### src/rtl/alu_issue_queue.sv
// alu_issue_queue: DEPTH-entry request FIFO feeding a 16-bit ALU, registered handshaked result stage, operand-A forwarding from the last issued result
module alu_issue_queue #(
  parameter int DEPTH = 4
) (
  input  logic                    clk,
  input  logic                    rst,
  input  logic                    in_valid,
  output logic                    in_ready,
  input  logic [15:0]             in_a,
  input  logic [15:0]             in_b,
  input  logic [3:0]              in_sel,
  input  logic                    in_fwd,
  output logic [15:0]             alu_a,
  output logic [15:0]             alu_b,
  output logic [3:0]              alu_sel,
  input  logic [15:0]             alu_result,
  input  logic                    alu_carry,
  input  logic                    alu_zero,
  input  logic                    alu_overflow,
  output logic                    out_valid,
  input  logic                    out_ready,
  output logic [15:0]             out_result,
  output logic [3:0]              out_sel,
  output logic                    out_carry,
  output logic                    out_zero,
  output logic                    out_overflow,
  output logic [$clog2(DEPTH):0]  occupancy,
  output logic [15:0]             op_count
);
  localparam int AW = $clog2(DEPTH);
  typedef struct packed {
    logic [15:0] a;
    logic [15:0] b;
    logic [3:0]  sel;
    logic        fwd;
  } req_t;
  req_t          mem [DEPTH];
  req_t          head;
  logic [AW-1:0] wp, rp;
  logic [15:0]   last_result;
  logic          busy, push, issue;
  assign busy     = |occupancy;
  assign in_ready = !occupancy[AW] && !rst;
  assign push     = in_valid && in_ready;
  assign issue    = busy && (!out_valid || out_ready);
  assign head     = mem[rp];
  assign alu_a    = busy ? (head.fwd ? last_result : head.a) : '0;
  assign alu_b    = busy ? head.b : '0;
  assign alu_sel  = busy ? head.sel : '0;
  always_ff @(posedge clk)
    if (push) mem[wp] <= {in_a, in_b, in_sel, in_fwd};
  always_ff @(posedge clk or posedge rst)
    if (rst) begin
      wp           <= '0;
      rp           <= '0;
      occupancy    <= '0;
      out_valid    <= 1'b0;
      out_result   <= '0;
      out_sel      <= '0;
      out_carry    <= 1'b0;
      out_zero     <= 1'b0;
      out_overflow <= 1'b0;
      last_result  <= '0;
      op_count     <= '0;
    end else begin
      if (push) wp <= wp + AW'(1);
      if (issue) begin
        rp           <= rp + AW'(1);
        out_valid    <= 1'b1;
        out_result   <= alu_result;
        out_sel      <= head.sel;
        out_carry    <= alu_carry;
        out_zero     <= alu_zero;
        out_overflow <= alu_overflow;
        last_result  <= alu_result;
        op_count     <= op_count + 16'd1;
      end else if (out_ready) begin
        out_valid    <= 1'b0;
      end
      if (push != issue) occupancy <= push ? occupancy + (AW+1)'(1) : occupancy - (AW+1)'(1);
    end
endmodule
### config.mk
export PLATFORM = sky130hd
export DESIGN_NAME = alu_issue_queue
export DESIGN_NICKNAME = d
export VERILOG_FILES = /design/src/rtl/alu_issue_queue.sv
export SDC_FILE = /design/constraint.sdc
export NUM_CORES = 1
export LEC_CHECK = 0
export BUFFER_PORTS_ARGS = -buffer_cell sky130_fd_sc_hd__buf_4
export CORE_UTILIZATION = 45
export CTS_CLUSTER_SIZE = 24
export DETAILED_ROUTE_END_ITERATION = 12
export GPL_TIMING_DRIVEN = 0
export HOLD_SLACK_MARGIN = 0.02
export PLACE_DENSITY = 0.76
export SYNTH_ARGS = -nofsm -noshare
export SYNTH_HDL_FRONTEND = slang
export SYNTH_SLANG_ARGS = --single-unit
### constraint.sdc
create_clock -name clk -period 2.3 [get_ports clk]
set_clock_uncertainty 0.1 [all_clocks]
set_input_delay 0 -clock clk [delete_from_list [all_inputs] [get_ports clk]]
set_output_delay 0 -clock clk [all_outputs]
set_load 0.1 [all_outputs]
==> results of run 1 <==
-- metal layers --
metal,part of all wire [%],track usage (%)
met5,0,0
met4,0.76,5.49
met3,5.6,5.48
met2,52,37.5
met1,42,26.4
-- synth_stat cells, types with 6 or more instances --
master	count
mux4_2	37
nand3_1	8
buf_2	6
xnor2_1	16
nand2_1	82
and2_1	22
mux2i_1	16
edfxtp_1	148
and3_1	7
dfrtp_1	47
clkbuf_1	6
nor2_1	18
-- stage by stage --
step	worst slack [ns]	hold slack, ns	setup TNS [ns]
3_5_place_dp	-0.201	-0.0233	-1.79
6_report	0.0291	0.0844	0
5_1_grt	-0.0381	0.119	-0.344
3_3_place_gp	-0.159	0.0909	-1.48
2_1_floorplan	-0.429	-0.00113	-0.941
4_1_cts	-0.0204	0.0757	-0.0338
-- repair_timing --
item / CTS / global route
gates resized for setup: 66 / 28
pin swaps: 3 / 5
hold buffers: 59 / 0
gates cloned: 2 / 0
buffers inserted: 5 / 0
endpoints found under the setup margin: 28 / 32
endpoints found under the hold margin: 218 / 0
-- worst register-to-register path, stage by stage (launching register included) --
cell and delay, ns:
dfrtp_4 0.51, nor2_4 0.17, and2_1 0.16, buf_6 0.12, inv_1 0.05, fa_1 0.38, or4_1 0.51, nand3_1 0.09
-- kinds of logic after synthesis --
kind of cell	share of synthesized area, %
flip-flops	72.6
AND/OR/NAND/NOR	9.08
multiplexers	13.0
buffers and inverters	1.89
XOR/XNOR	2.26
adder cells (fa/ha/maj)	1.07
AO/OA/AOI/OAI	0.129
-- cell type report --
cell class              count  area, um^2  share of cell area (%)
inverters                   4        15.0                   0.139
clock inverters            14         144                    1.33
plain buffers              20         188                    1.73
multi-input cells         235        2150                    19.8
clock buffers              18         429                    3.96
repair buffers            206        2010                    18.6
well taps                 220         275                    2.54
flip-flops and latches    195        5630                    51.9
-- flip-flops by register name, summed over array words and instances (netlist names) --
register      count
out_result       16
wp                2
occupancy         3
out_sel           4
out_zero          1
out_carry         1
mem             148
rp                2
out_overflow      1
op_count         16
out_valid         1
-- path summary, 6_finish.rpt --
path	cells after the start	slack, ns	end
setup reg to reg	7	0.14	occupancy[2]
hold / removal	3	0.08	op_count[13]
min in group clk	4	0.20	out_result[11]
setup / recovery	6	0.03	alu_a[4]
hold reg to reg	1	0.38	op_count[15]
max in group asynchronous	4	1.48	occupancy[2]
==> out/results.ini, run 1 <==
[synth]
synth-edff-count=148
ys_warn_count=0
async_flop_share_pct=24.1
yosys-top-cells-area=edfxtp_1 (57%), dfrtp_1 (15%), mux4_2 (11%), nand2_1 (4.0%), mux2i_1 (2.1%)
synth-seq-area-share_pct=72.6
syn_inst=454
synth_cell_type_count=30
synthFlopType=edfxtp_1
synth-seq-cells=195
synth.net_count=520
syn_area_per_cell_um2=17.1
synth_largest_area_cell=edfxtp_1
yosysTopAreaCellShare_pct=57.4
synth_area_um2=7740

[setup_path]
crit_path_end_kind=primary output
crit_path_max_fanout=4
rr_startpoint=occupancy[2]
slowest_delay_ns=0.53
cp_slowest_cell=mux4_2
start_kind=register
arrival_ns=2.17
path_cells=mux4_2 -> buf_8 -> buf_4 -> mux2i_1 -> nor2_2 -> buf_12
crit_type=register to primary output
critPathBufInv=3
critPathRequiredTime_ns=2.20
worstSetupStartpoint=rp[0]
crit_family=multiplexers

[layout]
n_antenna_cell=0
area_delta_synth_final_pct=40.0
nFillCells=1160
layout_common_cells=edfxtp_1 (148), buf_4 (111), nand2_1 (82), dlygate4sd3_1 (59), dfrtp_1 (44)
final_util_pct=64.9
final_common_cell=edfxtp_1
design_area_um2=10800
nets=745
drive_gt1_share_pct=39.3
stdcell_count=912

[clocking]
insertion_delay_ns=0.43
cts.path.max_buffers=2
root_buffer=clkbuf_16
tritoncts=built
clkSinkCount=195
numCtsBuffers=17
path_clk_slew_ns=0.07
htree_levels=4

[timing]
period_minus_slack_ns=2.27
final_max_slew_viol_count=0
max-slew-margin-rel_pct=56.4
tightest_slew_ns=0.654
rsz0062_at_grt=true
period_share_pct=98.7
max_clock_freq_mhz=440
hold_violations=0
setup_viol=0

[placement]
dp_cells=814
placed_area_um2=9200
dp_hpwl_um=11000
gp_congestion=0.795
io_buffers=139

[global_routing]
first_global_vias=5166
antenna_found_initial=0
overflow=0
grt_max_degree=38
track_usage_pct=21.3
grt_pass1_wl_um=28000

[floorplanning]
ioPinCount=140
core.rowCount=47
core_area_um2=16700
die_area_um2=17700
start_util_pct=46.4
die_h_um=133
die_w_um=133

[route]
detail_route.wl_per_cell_um=19.7
routed_wl_um=18000
drc=0
ant_nets=0
vias_per_cell=5.15
drt_first_pass_iters=4
dr_total_vias=4693
drtIter0Drc=219

[outcome]
status=completed

[job]
maxCapViolations=0

[worst_hold_path]
min_path_type=primary input to asynchronous set/reset pin

Power of run 1 is not shown: default switching activity piles up to over one toggle a cycle in this logic, so the estimate is an artifact.
==> run 2: changes to the inputs <==
PLACE_DENSITY = 0.78   (was 0.76)
clock period = 2 ns   (was 2.3 ns; I/O delays follow)
==> out/results.ini, run 2 (synthesized netlist as in run 1, its figures left out) <==
[setup_path]
worstSetupStartpoint=rp[0]
cp_slowest_cell=mux4_2
critical_path.most_common_cell=buf_12
slowest_delay_ns=0.53  ; about the same
critPathBufInv=3  ; unchanged
reg2reg_to=occupancy[2]
rr_startpoint=occupancy[2]
arrival_ns=2.20  ; +0.03 ns
start_kind=register
crit_family=multiplexers
rr_worst_depth=7  ; unchanged
path_cells=mux4_2 -> buf_8 -> buf_12 -> mux2i_4 -> nor2_4 -> buf_12
crit_path_end_kind=primary output
crit_path_max_fanout=8  ; +4
critPathRequiredTime_ns=1.90  ; -0.30 ns
crit_type=register to primary output
critical_path_depth=6  ; unchanged
rrSetupSlack_ns=0.06  ; -0.08 ns
crit_path_end=alu_a[11]

[route]
vias_per_cell=5.17  ; +0.44%
ant_nets=0  ; unchanged
drc=0  ; unchanged
detail_route.wl_per_cell_um=19.4  ; -1.5%
dr_total_vias=4750  ; +1.2%
drtIter0Drc=264  ; +21%
drt_first_pass_iters=4  ; unchanged
routed_wl_um=17900  ; -0.70%

[floorplanning]
die_h_um=133  ; unchanged
core_area_um2=16700  ; unchanged
start_util_pct=46.4  ; unchanged
die_area_um2=17700  ; unchanged
die_w_um=133  ; unchanged
ioPinCount=140  ; unchanged
core.rowCount=47  ; unchanged

[clocking]
tritoncts=built
cts.path.max_buffers=2  ; unchanged
root_buffer=clkbuf_16
htree_levels=4  ; unchanged
clkSinkCount=195  ; unchanged
path_clk_slew_ns=0.07  ; about the same
insertion_delay_ns=0.42  ; about the same
numCtsBuffers=17  ; unchanged

[layout]
nFillCells=1099  ; -5.3%
top_register=mem
area_delta_synth_final_pct=44.2
drive_gt1_share_pct=44.6  ; +5.3 points
layout_common_cells=edfxtp_1 (148), buf_4 (118), nand2_1 (82), dlygate4sd3_1 (59), mux4_2 (37)
n_antenna_cell=0  ; unchanged
multi_input_area_um2=2230  ; +3.7%
top_regs=mem: 148 flops, op_count: 16 flops, out_result: 16 flops
nets=752  ; +0.94%
regArea_um2=5640  ; +0.27%
largest_register_ffs=148  ; unchanged
final_util_pct=66.8  ; +1.9 points
final_common_cell=edfxtp_1

[worst_hold_path]
min_path_type=primary input to asynchronous set/reset pin

[timing]
max-slew-margin-rel_pct=50.8  ; -5.7 points
period_minus_slack_ns=2.30
fin_ws_ns=-0.305  ; -0.334 ns
max_clock_freq_mhz=434
final_max_slew_viol_count=0  ; unchanged
hold_violations=0  ; unchanged
period_share_pct=115
setup_viol=36  ; +36
rsz0062_at_grt=true
tightest_slew_ns=0.739  ; +0.0850 ns

[global_routing]
track_usage_pct=21.3  ; -0.078 points
first_global_vias=5008  ; -3.1%
antenna_found_initial=0  ; unchanged
grt_max_degree=38  ; unchanged
overflow=0  ; unchanged
grt_pass1_wl_um=27600  ; -1.4%

[placement]
gp_congestion=0.794  ; about the same
dp_hpwl_um=10600  ; -3.4%
io_buffers=139  ; unchanged

[outcome]
violations=negative setup slack
status=complete, but fails checks

[job]
maxCapViolations=0  ; unchanged

==> run 2: cell count changes in the layout (fill, tap and decap cells not counted), moves of 3 or more <==
cell and delta:
and2_4 +15, dfrtp_2 +9, nor2_2 -7, clkinvlp_4 +5
mux2i_2 +3, buf_6 -14, buf_2 -5, buf_4 +7
dfrtp_1 -10, nor2_4 +7, buf_12 +16, and2_1 -16
==> run 2: how the worst min path moves through the flow <==
stage	to	cells past startpoint	slack (ns)	startpoint
final	out_result[4]	3	0.06	rst
after detailed placement	out_zero	2	-0.05	rst
after floorplan	mem[0][0]	0	-0.001	in_fwd
after CTS	out_result[4]	3	0.05	rst
after global routing	out_sel[3]	3	0.09	rst
after global placement	out_result[12]	3	0.09	alu_result[12]
==> run 2: metal layers <==
layer  GRT usage (%)  routed length [um]  share of wire, %  vias up
li1                -                   -                 -     2147
met1            26.5                7330                41     2406
met2            36.9                9270                52      182
met3            5.86                1130               6.3       15
met4            5.30                 152              0.85        0
met5               0                   0                 0        -
==> run 2: through the flow <==
step                      cells  worst slack (ns)  hold WS (ns)  setup TNS, ns  cell area [um^2]
after detailed placement    814            -0.182       -0.0501         -17.64              9270
after global routing        919            -0.348        0.0900          -8.90             11200
after floorplan             454            -0.582      -0.00113         -59.01              7930
final                       919            -0.305        0.0643          -6.53             11200
after global placement      813            -0.225        0.0923         -12.55              9250
after CTS                   915            -0.291        0.0546          -7.11             11100
==> run 2: repair_timing <==
action | in CTS | in global routing
hold buffers | 59 | 0
buffers inserted | 8 | 3
pin swaps | 18 | 1
resized for setup | 151 | 7
setup endpoints to repair | 192 | 37
cloned | 2 | 1
endpoints found under the hold margin | 218 | 0
==> run 2: worst min-delay path, stage by stage <==
cell and delay [ns]:
dlygate4sd3_1 0.54, buf_4 0.16, inv_2 0.31
==> run 2: area by class of cell <==
class | count | area share [%]
Multi-Input combinational cell | 235 | 20.0
Tap cell | 220 | 2.47
Inverter | 4 | 0.157
Sequential cell | 195 | 50.5
Buffer | 20 | 1.96
Clock buffer | 18 | 3.84
Clock inverter | 14 | 1.12
Timing Repair Buffer | 213 | 19.9
Power of run 2 is left out for the same reason.
